==> config.mk <==
export PLATFORM = sky130hd
export DESIGN_NAME = toggle_event_decoder
export DESIGN_NICKNAME = d
export VERILOG_FILES = /design/src/rtl/toggle_pkg.sv /design/src/rtl/toggle_event_decoder_fifo.sv /design/src/rtl/toggle_event_decoder.sv
export SDC_FILE = /design/constraint.sdc
export NUM_CORES = 1
export LEC_CHECK = 0
export CORE_MARGIN = 3
export CORE_UTILIZATION = 45
export DETAILED_ROUTE_END_ITERATION = 6
export DONT_BUFFER_PORTS = 1
export PLACE_DENSITY = 0.6
export SETUP_SLACK_MARGIN = 0.1
export SYNTH_ARGS = -nofsm -noshare
export SYNTH_HDL_FRONTEND = slang
export SYNTH_SLANG_ARGS = --single-unit
export TNS_END_PERCENT = 5
==> constraint.sdc <==
create_clock -name clk -period 4.5 [get_ports clk]
set_input_delay 0.45 -clock clk [delete_from_list [all_inputs] [get_ports clk]]
set_output_delay 0.45 -clock clk [all_outputs]
set_load 0.005 [all_outputs]
==> src/rtl/toggle_pkg.sv <==
// Shared definitions for the toggle interface: channel map, event code width,
// the priming state type and a lowest-set-bit helper used by the arbiter.
package toggle_pkg;

    localparam int CH_RESET    = 0;
    localparam int CH_TEST     = 1;
    localparam int CH_ENERGIA  = 2;
    localparam int CH_MEDICINA = 3;
    localparam int CH_FOT      = 4;
    localparam int CH_ULT      = 5;

    localparam int EVT_CODE_W  = 3;

    // PRIME_FILL waits for the synchronisers to hold real samples, PRIME_RUN detects edges.
    typedef enum logic [0:0] {
        PRIME_FILL = 1'b0,
        PRIME_RUN  = 1'b1
    } prime_state_t;

    // Index of the lowest set bit (0 when none is set).
    function automatic logic [EVT_CODE_W-1:0] lowest_set(input logic [7:0] v);
        logic [EVT_CODE_W-1:0] r;
        r = '0;
        for (int i = 7; i >= 0; i--) begin
            if (v[i]) r = EVT_CODE_W'(i);
        end
        return r;
    endfunction

endpackage

==> src/rtl/toggle_event_decoder_fifo.sv <==
// Event queue: synchronous FIFO of channel codes.
// Handshake: an entry is consumed on a cycle where valid and ready are both high;
// head always shows the oldest entry. A push is taken when there is room or when
// a pop happens in the same cycle; push_ok tells the producer which is the case.
module event_fifo
    import toggle_pkg::*;
#(
    parameter int DEPTH = 4
) (
    input  logic                          clk,
    input  logic                          reset_tmp,
    input  logic                          push,
    input  logic [EVT_CODE_W-1:0]         push_data,
    input  logic                          ready,
    output logic                          push_ok,
    output logic                          valid,
    output logic [EVT_CODE_W-1:0]         head,
    output logic [$clog2(DEPTH+1)-1:0]    count
);

    localparam int PTR_W = $clog2(DEPTH);
    localparam int CNT_W = $clog2(DEPTH + 1);

    logic [EVT_CODE_W-1:0] mem [DEPTH];
    logic [PTR_W-1:0]      wr_ptr;
    logic [PTR_W-1:0]      rd_ptr;
    logic                  pop;
    logic                  do_push;

    assign valid   = (count != '0);
    assign pop     = valid & ready;
    assign push_ok = (count < CNT_W'(DEPTH)) | pop;
    assign do_push = push & push_ok;
    assign head    = mem[rd_ptr];

    // Storage, wrapping pointers and registered occupancy.
    always_ff @(posedge clk or posedge reset_tmp) begin
        if (reset_tmp) begin
            for (int i = 0; i < DEPTH; i++) mem[i] <= '0;
            wr_ptr <= '0;
            rd_ptr <= '0;
            count  <= '0;
        end else begin
            if (do_push) begin
                mem[wr_ptr] <= push_data;
                wr_ptr      <= wr_ptr + 1'b1;
            end
            if (pop) rd_ptr <= rd_ptr + 1'b1;
            case ({do_push, pop})
                2'b10:   count <= count + 1'b1;
                2'b01:   count <= count - 1'b1;
                default: count <= count;
            endcase
        end
    end

endmodule

==> src/rtl/toggle_event_decoder.sv <==
// Receiver for debounced toggle levels: synchronises each channel, turns every
// level inversion into a one-cycle pulse, queues channel codes for the consumer
// and stretches a per-channel LED acknowledge.
module toggle_event_decoder
    import toggle_pkg::*;
#(
    parameter int N_CH        = 6,
    parameter int SYNC_STAGES = 2,
    parameter int FIFO_DEPTH  = 4,
    parameter int LED_HOLD    = 5
) (
    input  logic                  clk,
    input  logic                  reset_tmp,
    input  logic [N_CH-1:0]       tog_in,
    output logic [N_CH-1:0]       pulse_out,
    output logic                  evt_valid,
    output logic [EVT_CODE_W-1:0] evt_code,
    input  logic                  evt_ready,
    output logic [2:0]            fifo_count,
    output logic                  evt_overflow,
    output logic [N_CH-1:0]       led_ack
);

    localparam int FILL_W = $clog2(SYNC_STAGES + 1);
    localparam int LED_W  = $clog2(LED_HOLD + 1);
    localparam int CNT_W  = $clog2(FIFO_DEPTH + 1);

    logic [N_CH-1:0]       sync_q [SYNC_STAGES];
    logic [N_CH-1:0]       s;
    logic [N_CH-1:0]       last_q;
    prime_state_t          state_q, state_d;
    logic [FILL_W-1:0]     fill_q, fill_d;
    logic                  load_last;
    logic                  detect_en;
    logic [N_CH-1:0]       pend_q, pend_d, pend_eff;
    logic [7:0]            pend_pad;
    logic                  push_ok, push_req;
    logic [EVT_CODE_W-1:0] push_code;
    logic [CNT_W-1:0]      fifo_cnt;
    logic [LED_W-1:0]      led_cnt [N_CH];

    assign s = sync_q[SYNC_STAGES-1];

    // Synchroniser chain per channel.
    always_ff @(posedge clk or posedge reset_tmp) begin
        if (reset_tmp) begin
            for (int k = 0; k < SYNC_STAGES; k++) sync_q[k] <= '0;
        end else begin
            sync_q[0] <= tog_in;
            for (int k = 1; k < SYNC_STAGES; k++) sync_q[k] <= sync_q[k-1];
        end
    end

    // Priming state register.
    always_ff @(posedge clk or posedge reset_tmp) begin
        if (reset_tmp) begin
            state_q <= PRIME_FILL;
            fill_q  <= '0;
        end else begin
            state_q <= state_d;
            fill_q  <= fill_d;
        end
    end

    // Priming next state: wait until the chain holds post-reset samples, then
    // take the current levels as the reference so a level already high is not an event.
    always_comb begin
        state_d   = state_q;
        fill_d    = fill_q;
        load_last = 1'b0;
        detect_en = 1'b0;
        case (state_q)
            PRIME_FILL: begin
                if (fill_q == FILL_W'(SYNC_STAGES)) begin
                    load_last = 1'b1;
                    state_d   = PRIME_RUN;
                end else begin
                    fill_d = fill_q + 1'b1;
                end
            end
            PRIME_RUN: detect_en = 1'b1;
            default:   state_d   = PRIME_FILL;
        endcase
    end

    // Edge detect against the previous synchronised level; pulse is registered.
    always_ff @(posedge clk or posedge reset_tmp) begin
        if (reset_tmp) begin
            last_q    <= '0;
            pulse_out <= '0;
        end else begin
            if (load_last || detect_en) last_q <= s;
            pulse_out <= detect_en ? (s ^ last_q) : '0;
        end
    end

    assign pend_eff = pend_q | pulse_out;
    assign pend_pad = 8'(pend_eff);
    assign push_req = (|pend_eff) & push_ok;

    // Arbiter: lowest pending channel wins the single push slot of the cycle.
    always_comb begin
        push_code = lowest_set(pend_pad);
        pend_d    = pend_eff;
        for (int i = 0; i < N_CH; i++) begin
            if (push_req && (push_code == EVT_CODE_W'(i))) pend_d[i] = 1'b0;
        end
    end

    // Pending bits and sticky overflow (a pulse landing on an already pending channel).
    always_ff @(posedge clk or posedge reset_tmp) begin
        if (reset_tmp) begin
            pend_q       <= '0;
            evt_overflow <= 1'b0;
        end else begin
            pend_q <= pend_d;
            if (|(pend_q & pulse_out)) evt_overflow <= 1'b1;
        end
    end

    event_fifo #(.DEPTH(FIFO_DEPTH)) u_fifo (
        .clk       (clk),
        .reset_tmp (reset_tmp),
        .push      (push_req),
        .push_data (push_code),
        .ready     (evt_ready),
        .push_ok   (push_ok),
        .valid     (evt_valid),
        .head      (evt_code),
        .count     (fifo_cnt)
    );

    assign fifo_count = 3'(fifo_cnt);

    // LED stretch counters: a pulse (re)loads the hold, otherwise count down to zero.
    always_ff @(posedge clk or posedge reset_tmp) begin
        if (reset_tmp) begin
            for (int i = 0; i < N_CH; i++) led_cnt[i] <= '0;
        end else begin
            for (int i = 0; i < N_CH; i++) begin
                if (pulse_out[i])           led_cnt[i] <= LED_W'(LED_HOLD);
                else if (led_cnt[i] != '0)  led_cnt[i] <= led_cnt[i] - 1'b1;
            end
        end
    end

    // LED acknowledge is high while the hold counter runs.
    always_comb begin
        for (int i = 0; i < N_CH; i++) led_ack[i] = (led_cnt[i] != '0);
    end

endmodule
==> metrics.yaml, run 1 <==
synthesis:
  synth_seq_cells: 71
  synth_top_area_share_pct: 57.7
  synth_xor_area_share_pct: 5.40
  yosysUniqueCellTypes: 33
  avgSynthCellArea_sq_um: 12.3
  synth-compound-area-share_pct: 10.6
  synthSimpleGateAreaFrac_pct: 10.6
  synth_fa_ha_area_share_pct: 7.96
  yosys.area.top_type: "dfrtp_1"
  yosys_warnings: 0
  ys_top_cells_by_area: "dfrtp_1 (58%), ha_1 (7.3%), xnor2_1 (3.1%)"
  synth_top_family_by_area: "simple AND/OR/NAND/NOR gates"
  synth_mux_area_share_pct: 4.75
  syn_inst: 250
  ys_seq_area_share_pct: 57.7
  syn_nets: 278
  syn-cell-area_sq_um: 3080
place:
  dp_hpwl_um: 3530
  globalplace.congestion: 0.755
  io_buffers: 0
  place_ws_ns: 2.16
  dp.cells: 326
sta:
  fin_crit_sh_pct: 52.3
  tightest_slew_ns: 0.851
  slew_headroom_pct: 43.2
  min_period_ns: 2.36
  finalSetupTns_ns: 0
  fmax_ghz: 0.425
  setup_viol: 0
  fin_skew_ns: 0.00859
  finalHoldViolCount: 0
  postLayoutSetupSlackWorst_ns: 2.14
  rsz0062_at_grt: "false"
  finalMaxSlewViolations: 0
cells_and_area:
  antennaDiodeCount: 0
  nets: 288
  syn2layout_area_growth_pct: 9.70
  mostFrequentLayoutCells: "dfrtp_1 (71), inv_1 (22), a21oi_1 (19), ha_1 (18), nor2_1 (17)"
  drive_gt1_share_pct: 13.2
  layout_commonest_cell: "dfrtp_1"
  stdcell_count: 342
  post-route-util_pct: 52.1
clocking:
  clk_pin_slew_ns: 0.08
  clock-root-buffer: "clkbuf_8"
  postCtsSetupBuffers: 0
  cts_max_path_buffers: 2
  cts_tree: "built"
  clk_latency_ns: 0.34
  clkSinkCount: 71
  cts_max_level: 3
  cts_resized: 0
  cts_buffers: 9
  cts_hold_buf: 0
setup_path:
  crit_fanout: 8
  slowest_stage: "nor4_2"
  worstSetupStartpointType: "register"
  cp_top_family: "adder cells"
  worst_r2r_path_depth: 6
  required_ns: 4.73
  cpPeakStageDelay_ns: 0.49
  path_cells: "nor4_2 > a31oi_2 > inv_1 > ha_1 > fa_1 > mux2_2"
  crit_buf_inv: 1
  critPathKind: "register to register"
  worstSetupEndpointType: "register"
  r2r_slack_ns: 2.14
  r2r_start: "pulse_out[2]"
  crit_arrival_ns: 2.58
  timing.rr.end: "u_fifo.count[1]"
min_path:
  min_to: "sync_q[10]"
  whs_path_depth: 0
  hp-start: "tog_in[4]"
  min_path_type: "input pin to register"
die:
  io-pin-count: 29
  initial_utilization_pct: 47.4
  dieArea_sq_um: 7880
  fp.dieH_um: 88.8
  rows: 29
  die_w_um: 88.8
  coreArea_sq_um: 6490
outcome:
  run_status: "completed"
job:
  maxCapViolCount: 0
detailed_routing:
  dr.pass1.iters: 5
  drt-total-wl_um: 4840
  wl_per_cell_um: 14.2
  via_per_inst: 5.11
  drtAntennaViolNets: 0
  drc: 0
  dr_total_vias: 1746
  first_iter_violations: 65
pwr:
  powerDensity_nw_per_um2: 582
  ir_worst_vdd_v: 0.000284
  leakage_nw: 1.48
grt:
  antenna_found_initial: 0
  grt_pass1_wl_um: 8170
  grtUsageTotal_pct: 14.0
  grt_pass1_vias: 1726
  grt_max_degree: 43
  gr-total-overflow: 0
==> Yosys cell counts <==
master and n:
o311a_1 1, or2_2 1, nor4_2 2, mux2_2 7, and2_1 8, nand2b_1 13
xnor2_1 11, xor2_1 8, ha_1 18, nand3_1 1, a22oi_1 1, nor2_1 17
or3_1 1, nor3b_2 1, a31oi_1 1, a22o_1 8, buf_2 1, inv_1 23
mux4_2 3, nor4_4 1, nor3_1 1, nand2_1 11, dfrtp_1 71, fa_1 1
o31ai_1 6, a31oi_2 1, o21ai_0 3, a21oi_1 19, clkbuf_1 1, nor2b_2 1
a211oi_1 6, a222oi_1 1, o311ai_0 1
==> area by class of cell <==
type                       count  area, sq um
clock buffer                   9          124
timing repair buffer           1         7.51
sequential                    71         1780
clock inverter                 7         80.1
multi-input combinational    154         1210
fill                         552         3110
inverter                      23         86.3
tap                           77         96.3
==> cell families after synthesis <==
family                     after synthesis
DFF                                     71
xor gates and xnor gates                19
and+or+nand+nor                         58
adders and majority gates               19
AOI/OAI and AO/OA                       48
muxes                                   10
buffers and inverters                   25
==> worst max-delay path by stage <==
stage | cells past startpoint | endpoint | slack (ns) | from
floorplan | 1 | evt_overflow | 2.25 | reset_tmp
global placement | 6 | u_fifo.count[1] | 2.20 | pulse_out[2]
detailed placement | 6 | u_fifo.count[1] | 2.16 | pulse_out[2]
CTS | 6 | u_fifo.count[1] | 2.13 | pulse_out[2]
global route | 6 | u_fifo.count[1] | 1.98 | pulse_out[2]
finish | 6 | u_fifo.count[1] | 2.14 | pulse_out[2]
==> report_power, final <==
group / leakage [nW] / switching (W) / internal (W)
sequential: 0.819 / 0.000139 / 0.000799
combinational: 0.570 / 0.000267 / 0.000253
clock: 0.0964 / 0.000248 / 0.000261
==> layer usage <==
metal	wire length, um	vias up	track usage, %
met2	2180	27	19.6
li1	-	875	-
met1	2390	838	19.0
met3	197	6	5.40
met4	76	0	7.01
met5	0	-	0
==> flip-flops by register name, indices dropped and copies added, names as in the netlist <==
| signal | count |
|---|---|
| u_fifo.mem | 12 |
| state_q | 1 |
| led_cnt | 18 |
| evt_overflow | 1 |
| last_q | 6 |
| s | 6 |
| u_fifo.wr_ptr | 2 |
| pend_q | 6 |
| u_fifo.rd_ptr | 2 |
| pulse_out | 6 |
| sync_q | 6 |
| u_fifo.count | 3 |
| fill_q | 2 |
==> through the flow <==
step / power (W) / hold slack (ns) / area, sq um
2_1_floorplan: 0.00136 / 0.331 / 3080
3_3_place_gp: 0.00146 / 0.332 / 3180
3_5_place_dp: 0.00148 / 0.336 / 3180
4_1_cts: 0.00200 / 0.108 / 3380
5_1_grt: 0.00213 / 0.0893 / 3380
6_report: 0.00197 / 0.127 / 3380
(Power assumes the default switching activity.)
==> inputs of run 2 (changes only) <==
Settings changed: PLACE_DENSITY 0.6 to 0.62.
Clock period 4.5 ns to 2.1 ns, I/O delays scaled along.
==> metrics.yaml, run 2 (synthesis results as in run 1) <==
outcome:
  run_status: "completed"  # unchanged
setup_path:
  required_ns: 2.32  # was 4.73 ns
  cpPeakStageDelay_ns: 0.44  # was 0.49 ns
  crit_fanout: 4  # was 8
  worstSetupEndpointType: "register"  # unchanged
  crit_buf_inv: 1  # unchanged
  crit_arrival_ns: 2.20  # was 2.58 ns
  worstSetupStartpointType: "register"  # unchanged
  path_cells: "nor4_4 > a31oi_4 > inv_2 > ha_4 > fa_2 > mux2_2"  # was nor4_2 > a31oi_2 > inv_1 > ha_1 > fa_1 > mux2_2
  cp_top_family: "adder cells"  # unchanged
  critPathKind: "register to register"  # unchanged
  slowest_stage: "dfrtp_2"  # was nor4_2
sta:
  fin_skew_ns: 0.00822  # was 0.00859 ns
  slew_headroom_pct: 75.8  # was 43.2%
  fin_crit_sh_pct: 94.1  # was 52.3%
  finalHoldViolCount: 0  # unchanged
  tightest_slew_ns: 0.363  # was 0.851 ns
  finalSetupTns_ns: 0  # unchanged
  postLayoutSetupSlackWorst_ns: 0.123  # was 2.14 ns
  finalMaxSlewViolations: 0  # unchanged
  setup_viol: 0  # unchanged
  min_period_ns: 1.98  # was 2.36 ns
  fmax_ghz: 0.506  # was 0.425 GHz
  rsz0062_at_grt: "true"  # was false
die:
  rows: 29  # unchanged
  coreArea_sq_um: 6490  # unchanged
  dieArea_sq_um: 7880  # unchanged
  initial_utilization_pct: 47.4  # unchanged
  io-pin-count: 29  # unchanged
  fp.dieH_um: 88.8  # unchanged
  die_w_um: 88.8  # unchanged
grt:
  gr-total-overflow: 0  # unchanged
  grt_pass1_wl_um: 8870  # was 8170 um
  antenna_found_initial: 0  # unchanged
  grtUsageTotal_pct: 15.1  # was 14.0%
  grt_pass1_vias: 1789  # was 1726
  grt_max_degree: 72  # was 43
clocking:
  cts_buffers: 9  # unchanged
  clock-root-buffer: "clkbuf_8"  # unchanged
  clkSinkCount: 71  # unchanged
  clk_pin_slew_ns: 0.08  # about the same
  cts_tree: "built"  # unchanged
  cts_max_level: 3  # unchanged
  clk_latency_ns: 0.34  # about the same
  cts_max_path_buffers: 2  # unchanged
cells_and_area:
  nets: 312  # was 288
  reg.largest.list: "led_cnt (18), u_fifo.mem (12)"  # unchanged
  top_register: "led_cnt"  # unchanged
  fin_area_sq_um: 3610  # was 3380 sq um
  syn2layout_area_growth_pct: 17.3  # was 9.70%
  antennaDiodeCount: 0  # unchanged
  layout_commonest_cell: "dfrtp_1"  # unchanged
  largest_reg_flops: 18  # unchanged
  drive_gt1_share_pct: 20.1  # was 13.2%
  post-route-util_pct: 55.6  # was 52.1%
  mostFrequentLayoutCells: "dfrtp_1 (70), inv_1 (21), a21oi_1 (19)"  # was dfrtp_1 (71), inv_1 (22), a21oi_1 (19), ha_1 (18), nor2_1 (17)
place:
  dpl_cell_area_sq_um: 3330  # was 3180 sq um
  dp_hpwl_um: 3570  # was 3530 um
  io_buffers: 0  # unchanged
  globalplace.congestion: 0.828  # was 0.755
  place_ws_ns: 0.0889  # was 2.16 ns
detailed_routing:
  first_iter_violations: 105  # was 65
  wl_per_cell_um: 14.5  # was 14.2 um
  drc: 0  # unchanged
  dr.pass1.iters: 4  # was 5
  drt-total-wl_um: 5310  # was 4840 um
  wl_met3_um: 269  # was 197 um
  via_per_inst: 5.15  # was 5.11
  dr_total_vias: 1884  # was 1746
  wl_met2_um: 2430  # was 2180 um
  drtAntennaViolNets: 0  # unchanged
  wl_met1_um: 2500  # was 2390 um
  highest_layer: "met4"  # unchanged
job:
  maxCapViolCount: 0  # unchanged
min_path:
  min_path_type: "input pin to register"  # unchanged
pwr:
  powerDensity_nw_per_um2: 1180  # was 582 nW/um^2
  leakage_nw: 1.60  # was 1.48 nW
  ir_worst_vdd_v: 0.000671  # was 0.000284 V
-- run 2: what timing repair did --
item                                    4_1_cts  5_1_grt
endpoints found under the hold margin        77        0
hold buffers                                  7        0
endpoints found under the setup margin        2        2
cloned                                        0        0
setup buffers                                 1        2
pin swaps                                     2        6
resized for setup                             0        4
-- run 2: final cells by class --
type | count | area (sq um)
clock buffers | 9 | 124
clock inverters | 7 | 48.8
fillers | 545 | 2880
inverters | 23 | 90.1
multi-input cells | 154 | 1260
flip-flops and latches | 71 | 1780
well taps | 77 | 96.3
repair buffers | 25 | 218
-- run 2: final timing paths --
kind | start | end | slack (ns) | cells past startpoint
worst max-delay path | pend_q[1] | u_fifo.count[1] | 0.12 | 6
worst min-delay path | evt_ready | pend_q[0] | 0.12 | 2
worst max register to register | pend_q[1] | u_fifo.count[1] | 0.12 | 6
worst min register to register | sync_q[9] | s[3] | 0.35 | 0
max in group asynchronous | reset_tmp | pend_q[1] | 1.35 | 3
min in group asynchronous | reset_tmp | sync_q[11] | 0.45 | 3
-- run 2: per-stage QoR --
step	hold slack, ns	instances	total power [W]
floorplan	0.241	250	0.00293
global placement	0.215	340	0.00324
detailed placement	0.217	340	0.00329
CTS	0.0953	364	0.00429
global route	0.120	366	0.00462
finish	0.120	366	0.00427
-- run 2: power breakdown --
| group | leakage [nW] | total [W] | switching (W) | internal [W] |
|---|---|---|---|---|
| Combinational | 0.692 | 0.00134 | 0.000663 | 0.000675 |
| Sequential | 0.818 | 0.00198 | 0.000266 | 0.00171 |
| Clock | 0.0894 | 0.000957 | 0.000527 | 0.000430 |
-- run 2: metal layers --
| metal | up-vias | global-route usage (%) |
|---|---|---|
| met5 | - | 0 |
| met4 | 0 | 7.42 |
| met3 | 10 | 4.28 |
| met2 | 50 | 21.2 |
| met1 | 898 | 21.3 |
| li1 | 926 | - |
==> inputs of run 3 (changes only) <==
Settings changed: CAP_MARGIN from default to 40.
==> results of run 3 <==
The final DEF is identical to that of run 2; final timing and power are the same.
